### src/rtl/oled_pkg.sv
// Shared OLED geometry, FSM encoding and pixel-address helper for the framebuffer write path.
package oled_pkg;

  localparam int OLED_W  = 96;
  localparam int OLED_H  = 64;
  localparam int PX_W    = 13;
  localparam int COLOR_W = 16;

  localparam logic [1:0] ST_IDLE   = 2'd0;
  localparam logic [1:0] ST_EMIT   = 2'd1;
  localparam logic [1:0] ST_REJECT = 2'd2;
  localparam logic [1:0] ST_DONE   = 2'd3;

  typedef struct packed {
    logic [7:0] x1;
    logic [7:0] y1;
    logic [7:0] x2;
    logic [7:0] y2;
    logic [7:0] th;
  } box_t;

  // y*96 built as y*64 + y*32 so no multiplier is needed.
  function automatic logic [PX_W-1:0] pix_addr(input logic [7:0] x, input logic [7:0] y);
    logic [PX_W-1:0] yw;
    logic [PX_W-1:0] xw;
    yw = {{(PX_W-8){1'b0}}, y};
    xw = {{(PX_W-8){1'b0}}, x};
    return (yw << 6) + (yw << 5) + xw;
  endfunction

endpackage

### src/rtl/box_border_cursor.sv
// Combinational raster step over a box outline: next cursor and last-pixel flag.
// Jumps over the interior of rows that are not inside the top/bottom border bands.
module box_border_cursor
  import oled_pkg::*;
(
  input  logic [7:0] cx_i,
  input  logic [7:0] cy_i,
  input  box_t       box_i,
  output logic [7:0] cx_o,
  output logic [7:0] cy_o,
  output logic       last_o
);

  logic [7:0] dy_top;
  logic [7:0] dy_bot;
  logic       interior_row;
  logic       wide;
  logic [8:0] skip_col;

  assign dy_top       = cy_i - box_i.y1;
  assign dy_bot       = box_i.y2 - cy_i;
  assign interior_row = (dy_top >= box_i.th) && (dy_bot >= box_i.th);
  // Only rows wider than both side bands together have a gap to skip.
  assign wide         = ({1'b0, box_i.x2 - box_i.x1} + 9'd1) > {box_i.th, 1'b0};
  assign skip_col     = {1'b0, box_i.x1} + {1'b0, box_i.th} - 9'd1;

  always_comb begin
    cx_o = cx_i + 8'd1;
    cy_o = cy_i;
    if (interior_row && wide && ({1'b0, cx_i} == skip_col)) begin
      cx_o = box_i.x2 - box_i.th + 8'd1;
    end else if (cx_i == box_i.x2) begin
      cx_o = box_i.x1;
      cy_o = cy_i + 8'd1;
    end
  end

  assign last_o = (cx_i == box_i.x2) && (cy_i == box_i.y2);

endmodule

### src/rtl/box_outline_writer.sv
// Walks a rectangle outline in raster order, one framebuffer write per border pixel.
// First write one cycle after start; wr_ready low freezes cursor, address and data.
module box_outline_writer
  import oled_pkg::*;
(
  input  logic               clk,
  input  logic               rst_n,
  input  logic               start,
  input  logic [7:0]         x1,
  input  logic [7:0]         y1,
  input  logic [7:0]         x2,
  input  logic [7:0]         y2,
  input  logic [7:0]         th,
  input  logic [COLOR_W-1:0] color,
  output logic               busy,
  output logic               done,
  output logic               err,
  output logic               wr_valid,
  input  logic               wr_ready,
  output logic [PX_W-1:0]    wr_addr,
  output logic [COLOR_W-1:0] wr_data
);

  localparam logic [7:0] W8 = 8'(OLED_W);
  localparam logic [7:0] H8 = 8'(OLED_H);

  logic [1:0]         state_q, state_d;
  box_t               box_q, box_d;
  logic [COLOR_W-1:0] color_q, color_d;
  logic [7:0]         cx_q, cx_d, cy_q, cy_d;
  logic [7:0]         cx_nxt, cy_nxt;
  logic               last_px;
  logic               req_bad;
  box_t               req;

  assign req     = {x1, y1, x2, y2, th};
  assign req_bad = (x1 > x2) || (y1 > y2) || (x2 >= W8) || (y2 >= H8) || (th == 8'd0);

  box_border_cursor u_cursor (
    .cx_i   (cx_q),
    .cy_i   (cy_q),
    .box_i  (box_q),
    .cx_o   (cx_nxt),
    .cy_o   (cy_nxt),
    .last_o (last_px)
  );

  always_comb begin
    state_d = state_q;
    box_d   = box_q;
    color_d = color_q;
    cx_d    = cx_q;
    cy_d    = cy_q;
    case (state_q)
      ST_IDLE: begin
        if (start) begin
          box_d   = req;
          color_d = color;
          cx_d    = x1;
          cy_d    = y1;
          state_d = req_bad ? ST_REJECT : ST_EMIT;
        end
      end
      ST_EMIT: begin
        if (wr_ready) begin
          if (last_px) begin
            state_d = ST_DONE;
          end else begin
            cx_d = cx_nxt;
            cy_d = cy_nxt;
          end
        end
      end
      default: state_d = ST_IDLE;
    endcase
  end

  always_ff @(posedge clk) begin
    if (!rst_n) begin
      state_q <= ST_IDLE;
      box_q   <= '0;
      color_q <= '0;
      cx_q    <= '0;
      cy_q    <= '0;
    end else begin
      state_q <= state_d;
      box_q   <= box_d;
      color_q <= color_d;
      cx_q    <= cx_d;
      cy_q    <= cy_d;
    end
  end

  assign busy     = (state_q == ST_EMIT);
  assign wr_valid = (state_q == ST_EMIT);
  assign done     = (state_q == ST_REJECT) || (state_q == ST_DONE);
  assign err      = (state_q == ST_REJECT);
  assign wr_addr  = pix_addr(cx_q, cy_q);
  assign wr_data  = color_q;

endmodule

### config.mk
export PLATFORM = sky130hd
export DESIGN_NAME = box_outline_writer
export DESIGN_NICKNAME = d
export VERILOG_FILES = /design/src/rtl/oled_pkg.sv /design/src/rtl/box_border_cursor.sv /design/src/rtl/box_outline_writer.sv
export SDC_FILE = /design/constraint.sdc
export NUM_CORES = 1
export LEC_CHECK = 0
export CORE_ASPECT_RATIO = 0.9
export CORE_MARGIN = 3
export CORE_UTILIZATION = 55
export CTS_CLUSTER_SIZE = 24
export DETAILED_ROUTE_END_ITERATION = 8
export HOLD_SLACK_MARGIN = 0.02
export PLACE_DENSITY = 0.89
export REMOVE_ABC_BUFFERS = 1
export SLEW_MARGIN = 25
export SYNTH_ARGS = -nofsm -noshare
export SYNTH_HDL_FRONTEND = slang
export SYNTH_SLANG_ARGS = --single-unit
### constraint.sdc
create_clock -name clk -period 5.23 [get_ports clk]
set_input_delay 0.7845 -clock clk [delete_from_list [all_inputs] [get_ports clk]]
set_output_delay 0.7845 -clock clk [all_outputs]
set_load 0.03 [all_outputs]
Yosys cells after proc, flatten, opt, wreduce, memory -nomap -nowiden
Cells that the tools add are included. W data, S select, Z words.

Add/sub/neg operators: 12. Multiply operators: 0. Divide/modulo/power cells: 0. $lt $le $gt $ge: 7. Equal/unequal tests: 12. Shifts and indexed selects: 0. Multiplexer cells: 17. Bitwise operators: 0. Reduce and logical (&&, ||, !) cells: 16.

Operator list (count): $mux W8 (10); $pmux W8 S2 (2); $sub A8 B8 Y8 (4); $add A8 B1 Y8 const B (3); $eq A8 B8 Y1 (2); $ge A8 B7 Y1 const B (2); $ge A8 B8 Y1 (2); $gt A8 B8 Y1 (2); $add A13 B13 Y13 (1); $add A13 B8 Y13 (1); $add A8 B1 Y9 const B (1); $add A8 B8 Y9 (1); $eq A8 B9 Y1 (1); $gt A9 B9 Y1 (1); $sub A9 B1 Y9 const B (1); $logic_not A8 Y1 (1); $mux W2 (4); $ne A2 B1 Y1 const B (3); $ne A2 B2 Y1 const B (3); $reduce_and A6 Y1 (1); $logic_or A1 B1 Y1 (5); $eq A2 B2 Y1 const B (2); $logic_and A1 B1 Y1 (4); $pmux W2 S2 (1); 6 further kinds (6).

Flip-flop bits (word level): 74. Bits in latches: 0. Memory bits (writable): 0. Memory bits (read-only): 0. Input bits: 60. Output and inout port bits: 33. Logic and storage cells: 73. Memories kept: 0.

Depth between registers and ports, before layout
Gate-level depths: netlist of the first run.

Depth after elaboration: 9. Gate-level depth with buffers: 22. Mapped depth without buffers: 20.

Hierarchy
A second synthesis of the first run with hierarchy kept.

Cell total of the unflattened synthesis: 836. Area total of the unflattened synthesis: 6789.0 µm².

Modules (own cells, without submodules): box_outline_writer (instances 1, cells an instance 432, area each 3736.1 µm², seq. area each 1481.4 µm²); box_border_cursor (instances 1, cells an instance 404, area each 3052.9 µm², seq. area each 0.0 µm²).

Least setup slack after synthesis of the first run
No wires, ideal clock.

Kind: register to register. From: register cy_q[1]. To: register cy_q[6]. Setup time: 0.117 ns. Arrival: 4.197 ns. Data required time: 5.113 ns. Slack: 0.916 ns. Cell stages (with the launch flop): 19. Path buffers: 1. Period minus slack after synthesis: 4.314 ns. Cell sequence: dfxtp_1 > inv_1 > ha_1 > a21oi_1 > o21ai_0 > a21o_1 > a21oi_1 > o21bai_1 > a21oi_1 > xor2_1 > ha_1 > o21ai_0 > a2111oi_2 > nand3_1 > or4_1 > or4_4 > or2_2 > clkbuf_1 > a32o_1.

Word-level cells in the longest chain between the ends: 7. Elaborated cells between the ends (all ways): 18. Those cells by class: add/sub (3); order compare (2); eq/ne (3); mux (5); reduce/logical (5).

RTL lines: from (decl) (RTL line box_outline_writer.sv:30) `logic [7:0] cx_q, cx_d, cy_q, cy_d;`; from (signal assigned) (RTL line box_outline_writer.sv:90) `cy_q <= cy_d;`; $sub A8 B8 Y8, on equally long branches (RTL line box_border_cursor.sv:20, box_border_cursor.sv:21); $ge A8 B8 Y1 (RTL line box_border_cursor.sv:22) `assign interior_row = (dy_top >= box_i.th) && (dy_bot >= box_i.th);`; $logic_and A1 B1 Y1 (RTL line box_border_cursor.sv:22); $logic_and A1 B1 Y1 (2 in a row) (RTL line box_border_cursor.sv:30) `if (interior_row && wide && ({1'b0, cx_i} == skip_col)) begin`; $ne A2 B2 Y1 (no line); $reduce_and A6 Y1 (no line).

Several ways; a longest one is shown, not always the timed one. The select of a mux whose other input is x is not followed. A chain may end at the register's enable or synchronous reset.

Final worst setup path of the first run
Same ends and word-level chain as after synthesis.

==> impl_metrics.yaml, run 1 <==
cts:
  clk_path_buf_depth: 2
  htree_num_levels: 3
  clk_latency_ns: 0.34
  clock-root-buffer: "clkbuf_16"
  cts-buffers-inserted: 9
  postCtsResizedCells: 0
  clk_pin_slew_ns: 0.06
  ctsHoldBuffers: 0
  cts_setup_buffers: 0
  cts_num_sinks: 74
  cts_tree: "done"
sta:
  rsz0062_at_grt: "false"
  hold_viol: 0
  setup_viol: 0
  tightestPinTransition_ns: 0.976
  tns_ns: 0
  max_slew_margin_pct: 35.0
  period_share_pct: 91.9
  finalWorstSetupSlack_ns: 0.421
  post-route-min-period_ns: 4.81
  drv_slew: 0
  fmax_ghz: 0.208
  fin_worst_skew_ns: 0.00877
yosys:
  synth_async_sr_flop_share_pct: 0
  synthFlopType: "dfxtp_1"
  yosysUniqueCellTypes: 54
  synth-seq-cells: 74
  syn_area_um2: 6580
  syn_inst: 842
  synth_edf_count: 0
  yosysWarnings: 0
  seq_area_frac_synth_pct: 22.5
  syn_area_per_cell_um2: 7.81
pwr:
  power_mw: 2.20
  leakage_nw: 3.47
  powerDensity_nw_per_um2: 280
  vdd_ir_drop_max_v: 0.000202
global_routing:
  grt_pass1_vias: 5961
  grt_start_max_net_pins: 63
  grt_first_pass_wirelength_mm: 28.8
  overflow: 0
  antenna_found_initial: 0
  grt_usage_pct: 27.1
critical_path:
  worstSetupPathType: "flip-flop to flip-flop"
  path_cells: "inv_1, ha_1, a21oi_1, o21ai_0, a21o_1, a21oi_1, o21bai_1, a21oi_1, xor2_1, ha_1, o21ai_0, a2111oi_2, nand3_1, or4_1, or4_4, or2_2, a32o_1"
  crit_top_cell: "a21oi_1"
  max_stage_delay_ns: 0.69
  cp_num_buf_inv: 1
  cp_max_fo: 21
  setup.worst_path.start_class: "flip-flop"
  worstPathArrival_ns: 5.05
  endpoint_kind: "flip-flop"
  path_delay_family: "simple AND/OR/NAND/NOR gates"
  required_ns: 5.47
  slowest_stage: "or4_4"
route:
  vias: 6224
  finalWirelength_mm: 17.8
  vias_per_cell: 5.84
  drc_errors: 0
  drt_iter0_drc: 736
  wl_per_cell_um: 16.7
  ant_nets: 0
  first_pass_iters: 6
floorplan:
  die_area_um2: 13300
  initial_core_util_pct: 56.8
  std_cell_rows: 37
  io_pins: 93
  die_x_um: 121
  die_y_um: 110
  coreArea_um2: 11600
placement:
  dp_slack_ns: 0.504
  place_area_um2: 7510
  portBuffers: 92
  dp_hpwl_mm: 13.0
  gp_congestion: 0.956
outcome:
  status: "finished clean"
layout:
  diodes: 0
  finalInstanceArea_um2: 7840
  final_util_pct: 67.8
  final_nets: 1077
  area_delta_synth_final_pct: 19.3
  drive_gt1_share_pct: 2.97
run:
  maxCapViolations: 0
worst_hold_path:
  hp-class: "flip-flop to flip-flop"
## cells by family after synthesis
kind of cell             Yosys count  synth area share (%)
AND/OR/NAND/NOR                  253                  17.0
multiplexers                       6                 0.932
buffers and inverters            136                  8.53
XOR/XNOR                          66                  8.79
AO/OA/AOI/OAI                    196                  20.2
adder cells (fa/ha/maj)          111                  22.0
flip-flops                        74                  22.5
## cell usage after synthesis (9+ instances only)
| cell type | number | area [µm²] |
|---|---|---|
| a21boi_0 | 56 | 420 |
| a21o_1 | 14 | 105 |
| a21oi_1 | 38 | 190 |
| clkbuf_1 | 23 | 86.3 |
| dfxtp_1 | 74 | 1480 |
| ha_1 | 103 | 1290 |
| inv_1 | 92 | 345 |
| nand2_1 | 159 | 597 |
| nand3_1 | 18 | 90.1 |
| nor2_1 | 21 | 78.8 |
| nor2b_1 | 9 | 56.3 |
| nor3_1 | 9 | 45.0 |
| o21a_1 | 9 | 67.6 |
| o21ai_0 | 31 | 155 |
| o21bai_1 | 11 | 82.6 |
| xnor2_1 | 38 | 333 |
| xor2_1 | 28 | 245 |
## routing by layer
layer | global-route usage [%] | share of wire [%] | up-vias
li1 | - | - | 2973
met1 | 36.2 | 43 | 2871
met2 | 44.9 | 45 | 320
met3 | 4.68 | 8.7 | 60
met4 | 8.56 | 2.7 | 0
met5 | 0 | 0 | -
## state kept, by name, indices dropped and copies added (netlist names)
register,flops
state_q,2
box_q,40
cy_q,8
cx_q,8
wr_data,16
## tightest hold or removal path: stages, from the launching register on
cell	delay (ns)
dfxtp_1	0.31
nand2_1	0.04
a21boi_0	0.06
## cell usage in the layout, fill, tap and decap left out, types with 6 or more instances in the layout
master,n
nor3_1,9
xor2_1,28
o21a_1,9
o211ai_1,8
a31oi_1,8
dfxtp_1,74
clkdlybuf4s50_1,91
fa_1,8
a21o_1,14
o21ai_0,31
a21boi_0,56
a21oi_1,38
and3_1,6
inv_1,92
nand2_1,159
nand3_1,18
ha_1,103
nor2b_1,9
xnor2_1,38
o21bai_1,11
clkbuf_16,9
nor2_1,21
## per-stage QoR
| stage | hold WS (ns) | std cells |
|---|---|---|
| after floorplan | 0.443 | 800 |
| after CTS | 0.464 | 1066 |
| final | 0.462 | 1066 |
| after global placement | 0.450 | 1051 |
| after global routing | 0.485 | 1066 |
| after detailed placement | 0.456 | 1051 |
## path summary, 6_finish.rpt
check	startpoint	end	slack, ns	cells after the start
setup / recovery	cy_q[1]	cy_q[6]	0.42	17
hold reg to reg	wr_data[5]	wr_data[5]	0.46	2
setup reg to reg	cy_q[1]	cy_q[6]	0.42	17
hold / removal	wr_data[5]	wr_data[5]	0.46	2
## cell type report
type | instances | area, µm²
Fill cell | 883 | 3730
Clock buffer | 10 | 229
Clock inverter | 5 | 104
Sequential cell | 74 | 1480
Tap cell | 156 | 195
Inverter | 94 | 353
Timing Repair Buffer | 95 | 938
Multi-Input combinational cell | 632 | 4540
## power breakdown
part / switching (mW) / internal, mW / leakage [nW]
Combinational: 0.453 / 0.374 / 2.70
Sequential: 0.0489 / 0.601 / 0.609
Clock: 0.256 / 0.464 / 0.163
Total: 0.757 / 1.44 / 3.47
Power figures use the tool's default switching activity.
==> run 2: changes to the inputs <==
- SETUP_SLACK_MARGIN: not set -> 0.5
==> run 2 against run 1 <==
Largest cell class unchanged; critical path type unchanged; clock-buffer cell count unchanged; maximum frequency grew 4.1%; flip-flop and latch count did not move; die area unchanged; setup slack better by 0.19 ns; hold slack is essentially flat; register-to-register slack better by 0.19 ns.
==> impl_metrics.yaml, run 2 (synthesis gave the netlist of run 1 again) <==
outcome:
  status: "finished clean"
global_routing:
  grt_usage_pct: 27.1
  grt_first_pass_wirelength_mm: 28.8
  grt_pass1_vias: 5961
  overflow: 0
  grt_start_max_net_pins: 63
  antenna_found_initial: 0
critical_path:
  endpoint_kind: "flip-flop"
  worstSetupPathType: "flip-flop to flip-flop"
  path_cells: "ha_1, inv_1, fa_1, nand2_1, nand2_1, a21oi_1, o21bai_1, a21oi_1, xnor2_1, ha_1, o21ai_0, a2111oi_2, nand3_1, or4_4, or4_4, buf_4, mux2_2, a31oi_1"
  slowest_stage: "or4_4"
  rrSetupSlack_ns: 0.61
  max_stage_delay_ns: 0.63
  cp_max_fo: 7
  setup.worst_path.start_class: "flip-flop"
  required_ns: 5.49
  worstPathArrival_ns: 4.88
route:
  first_pass_iters: 6
  ant_nets: 0
  drc_errors: 0
  wl_per_cell_um: 17.3
  vias: 6380
  drt_iter0_drc: 760
  vias_per_cell: 5.96
  finalWirelength_mm: 18.6
layout:
  final_nets: 1082
  fillers: 863
  register_area_um2: 1490
  final_cell_mix: "159 x nand2_1, 103 x ha_1, 92 x inv_1"
  layout_commonest_cell: "nand2_1"
  finalInstanceArea_um2: 7930
  drive_gt1_share_pct: 4.59
  area_delta_synth_final_pct: 20.6
  largest-register: "box_q"
  multi_input_area_um2: 4600
  largest_register_ff_count: 40
  diodes: 0
  final_util_pct: 68.5
sta:
  max_slew_margin_pct: 36.5
  rsz0062_at_grt: "false"
  setup_viol: 0
  fmax_ghz: 0.217
  post-route-min-period_ns: 4.62
  tightestPinTransition_ns: 0.952
  hold_viol: 0
  period_share_pct: 88.3
  fin_worst_skew_ns: 0.00920
  drv_slew: 0
  finalWorstSetupSlack_ns: 0.611
  tns_ns: 0
cts:
  clk_pin_slew_ns: 0.06
  cts-buffers-inserted: 9
  clk_path_buf_depth: 2
  htree_num_levels: 3
  cts_num_sinks: 74
  clock-root-buffer: "clkbuf_16"
  ctsHoldBuffers: 0
  clk_latency_ns: 0.34
  cts_tree: "done"
floorplan:
  die_y_um: 110
  std_cell_rows: 37
  die_area_um2: 13300
  die_x_um: 121
  io_pins: 93
  coreArea_um2: 11600
  initial_core_util_pct: 56.8
pwr:
  p_seq_share_pct: 29.2
  comb_power_share_pct: 38.6
  power_mw: 2.23
  leakage_nw: 3.51
  powerDensity_nw_per_um2: 281
  p_sw_share_pct: 35.2
  vdd_ir_drop_max_v: 0.000202
  power_switching_mw: 0.785
  p_int_mw: 1.45
  pwr-share-clk_pct: 32.2
placement:
  gp_congestion: 0.956
  portBuffers: 92
  dp_hpwl_mm: 13.0
  place_area_um2: 7510
  dp_slack_ns: 0.504
run:
  maxCapViolations: 0
worst_hold_path:
  hp-class: "flip-flop to flip-flop"
run 2: power groups by stage:
stage / combinational [mW] / sequential [mW] / clock (mW)
3_3_place_gp: 0.786 / 0.657 / 0
5_1_grt: 0.951 / 0.655 / 0.739
2_1_floorplan: 0.550 / 0.666 / 0
4_1_cts: 0.820 / 0.648 / 0.716
6_report: 0.862 / 0.651 / 0.719
3_5_place_dp: 0.807 / 0.659 / 0
run 2: routing by layer:
layer,track usage [%],vias to the layer above,wire length (µm)
met2,44.9,390,8360
met5,0,-,0
met1,36.2,2917,7640
li1,-,2986,-
met4,8.56,0,716
met3,4.68,87,1850
run 2: path summary, 6_finish.rpt:
path | start | depth (start not counted) | endpoint
worst max-delay path | cy_q[0] | 18 | cx_q[0]
worst min-delay path | wr_data[5] | 2 | wr_data[5]
worst max register to register | cy_q[0] | 18 | cx_q[0]
worst min register to register | wr_data[5] | 2 | wr_data[5]
run 2: final cells by class:
class	instances	share of cell area, %
Multi-Input combinational cell	634	58.0
Timing Repair Buffer	98	12.1
Sequential cell	74	18.8
Tap cell	156	2.46
Clock inverter	5	1.31
Inverter	94	4.45
Clock buffer	10	2.89
run 2: metrics by stage:
step	hold slack, ns	instances
finish	0.462	1071
global route	0.485	1071
CTS	0.464	1066
detailed placement	0.456	1051
global placement	0.450	1051
floorplan	0.443	800
run 2: worst max-delay path: cells and delay by family, from the launching register on:
kind                     cells  cell delay (ns)
XOR/XNOR                     1             0.09
AND/OR/NAND/NOR              5             1.45
adder cells (fa/ha/maj)      3             0.87
AO/OA/AOI/OAI                6             1.11
buffers and inverters        2             0.24
flip-flops                   1             0.51
multiplexers                 1             0.26
run 2: timing repair:
action / in CTS / in global routing
endpoints found under the setup margin: 2 / 15
buffers inserted: 0 / 3
pin swaps: 0 / 3
resized for setup: 1 / 16
endpoints found under the hold margin: 0 / 0
gates cloned: 0 / 2
==> run 3: changes to the inputs <==
- CORE_UTILIZATION: 55 -> 35
- PLACE_DENSITY: 0.89 -> 0.64
==> run 3 against run 2 <==
Cell count grew 7.9%; clock power fell by 2%; combinational power is 2% lower; first-iteration DRC count decreased by 61%; total power decreased by 1.6%; sequential share of layout area decreased by 0.25 points; wire length down 3.8%.
==> impl_metrics.yaml, run 3 (synthesis gave the netlist of run 1 again) <==
pwr:
  powerDensity_nw_per_um2: 273
  p_sw_share_pct: 34.2
  power_switching_mw: 0.750
  comb_power_share_pct: 38.4
  power_mw: 2.20
  p_int_mw: 1.45
  pwr-share-clk_pct: 32.1
  p_seq_share_pct: 29.5
  vdd_ir_drop_max_v: 0.000147
  leakage_nw: 3.52
cts:
  clk_latency_ns: 0.34
  clk_path_buf_depth: 2
  clock-root-buffer: "clkbuf_16"
  cts_tree: "done"
  htree_num_levels: 3
  cts_num_sinks: 74
  ctsHoldBuffers: 0
  cts-buffers-inserted: 9
  clk_pin_slew_ns: 0.06
layout:
  drive_gt1_share_pct: 5.02
  layout_commonest_cell: "nand2_1"
  final_cell_mix: "159 x nand2_1, 103 x ha_1, 91 x inv_1, 91 x clkdlybuf4s50_1, 71 x dfxtp_1"
  fillers: 1816
  area_delta_synth_final_pct: 22.5
  largest-register: "box_q"
  layout.cells.non_filler: 1156
  final_nets: 1083
  diodes: 0
  largest_register_ff_count: 40
critical_path:
  required_ns: 5.46
  worstPathArrival_ns: 4.75
  r2r_end: "cy_q[6]"
  setup.worst_path.start_class: "flip-flop"
  ff2ff_path_depth: 20
  cp_max_fo: 6
  endpoint_kind: "flip-flop"
  rr_startpoint: "box_q[16]"
  worstSetupPathType: "flip-flop to flip-flop"
  rrSetupSlack_ns: 0.71
route:
  drc_errors: 0
  finalWirelength_mm: 17.9
  ant_nets: 0
  vias: 5843
  wl_met1_mm: 8.90
  vias_per_cell: 5.05
  wl_met2_mm: 7.77
  routed.top_layer: "met4"
  first_pass_iters: 5
  drt_iter0_drc: 300
  wl_met3_um: 975
  wl_per_cell_um: 15.4
floorplan:
  coreArea_um2: 18000
  die_x_um: 150
  io_pins: 93
  die_area_um2: 20500
  std_cell_rows: 46
  initial_core_util_pct: 36.5
  die_y_um: 136
sta:
  fmax_ghz: 0.221
  fin_worst_skew_ns: 0.00959
  period_share_pct: 86.4
  tns_ns: 0
  setup_viol: 0
  max_slew_margin_pct: 37.3
  drv_slew: 0
  finalWorstSetupSlack_ns: 0.710
  rsz0062_at_grt: "false"
  tightestPinTransition_ns: 0.940
  post-route-min-period_ns: 4.52
  hold_viol: 0
placement:
  gp_congestion: 0.878
  post-place-cells: 1136
  portBuffers: 92
  dp_hpwl_mm: 13.4
  dp_slack_ns: 0.504
worst_hold_path:
  hold_end: "wr_data[2]"
  worstHoldStart: "wr_data[2]"
  hp-class: "flip-flop to flip-flop"
  hold_depth: 2
global_routing:
  grt_start_max_net_pins: 78
  grt_first_pass_wirelength_mm: 28.6
  antenna_found_initial: 0
  overflow: 0
  grt_pass1_vias: 5641
  grt_usage_pct: 17.5
run:
  maxCapViolations: 0
outcome:
  status: "finished clean"
## run 3: cell types whose count changed in the layout (fill, tap and decap cells not counted), sizes merged
cell	change
buf	+1
## run 3: area by class of cell
cell class / instances / area [µm²] / area share, %
inverter: 94 / 353 / 4.38
tap: 240 / 300 / 3.73
sequential: 74 / 1490 / 18.5
clock inverter: 5 / 104 / 1.29
timing repair buffer: 99 / 968 / 12.0
multi-input combinational: 634 / 4610 / 57.2
clock buffer: 10 / 229 / 2.84
## run 3: worst max-delay path, stage by stage, from the launching register on
cell      delay [ns]
dfxtp_1         0.34
inv_1           0.07
ha_1            0.16
inv_1           0.06
fa_2            0.35
nand2_1         0.07
nand2_1         0.06
a21oi_2         0.20
o21bai_1        0.11
a21oi_2         0.18
xnor2_2         0.16
nand3b_1        0.12
xnor2_1         0.14
ha_1            0.29
and3_1          0.18
nand4_1         0.10
nand3_1         0.10
or4_4           0.53
or4_4           0.61
or2_2           0.37
a32o_1          0.21
## run 3: how the worst max path moves through the flow
| stage | start | end |
|---|---|---|
| 2_1_floorplan | start | cy_q[3] |
| 3_3_place_gp | cy_q[1] | cy_q[6] |
| 3_5_place_dp | cy_q[1] | cy_q[6] |
| 4_1_cts | box_q[17] | cy_q[6] |
| 5_1_grt | box_q[33] | cy_q[6] |
| 6_report | box_q[16] | cy_q[6] |
## run 3: timing repair
item | in CTS | in global routing
setup buffers | 0 | 3
cloned | 0 | 2
resized for setup | 1 | 18
pin swaps | 0 | 4
setup endpoints to repair | 1 | 15
endpoints found under the hold margin | 0 | 0
## run 3: per-layer routing
metal	GRT usage, %	up-vias
met5	0	-
met4	4.27	0
met3	2.77	17
met2	27.2	142
met1	25.4	2686
li1	-	2998
## run 3: through the flow
step | utilization (%) | instance area, µm² | hold slack [ns]
2_1_floorplan | - | 6370 | 0.443
3_3_place_gp | 42.3 | 7620 | 0.450
3_5_place_dp | 42.3 | 7620 | 0.458
4_1_cts | 44.2 | 7960 | 0.465
5_1_grt | 44.7 | 8050 | 0.483
6_report | 44.7 | 8050 | 0.461
## run 3: power groups by stage
stage	Clock (mW)	Sequential, mW	Combinational, mW
detailed placement	0	0.660	0.812
finish	0.705	0.648	0.843
CTS	0.722	0.648	0.819
floorplan	0	0.666	0.550
global route	0.741	0.654	0.957
global placement	0	0.659	0.809
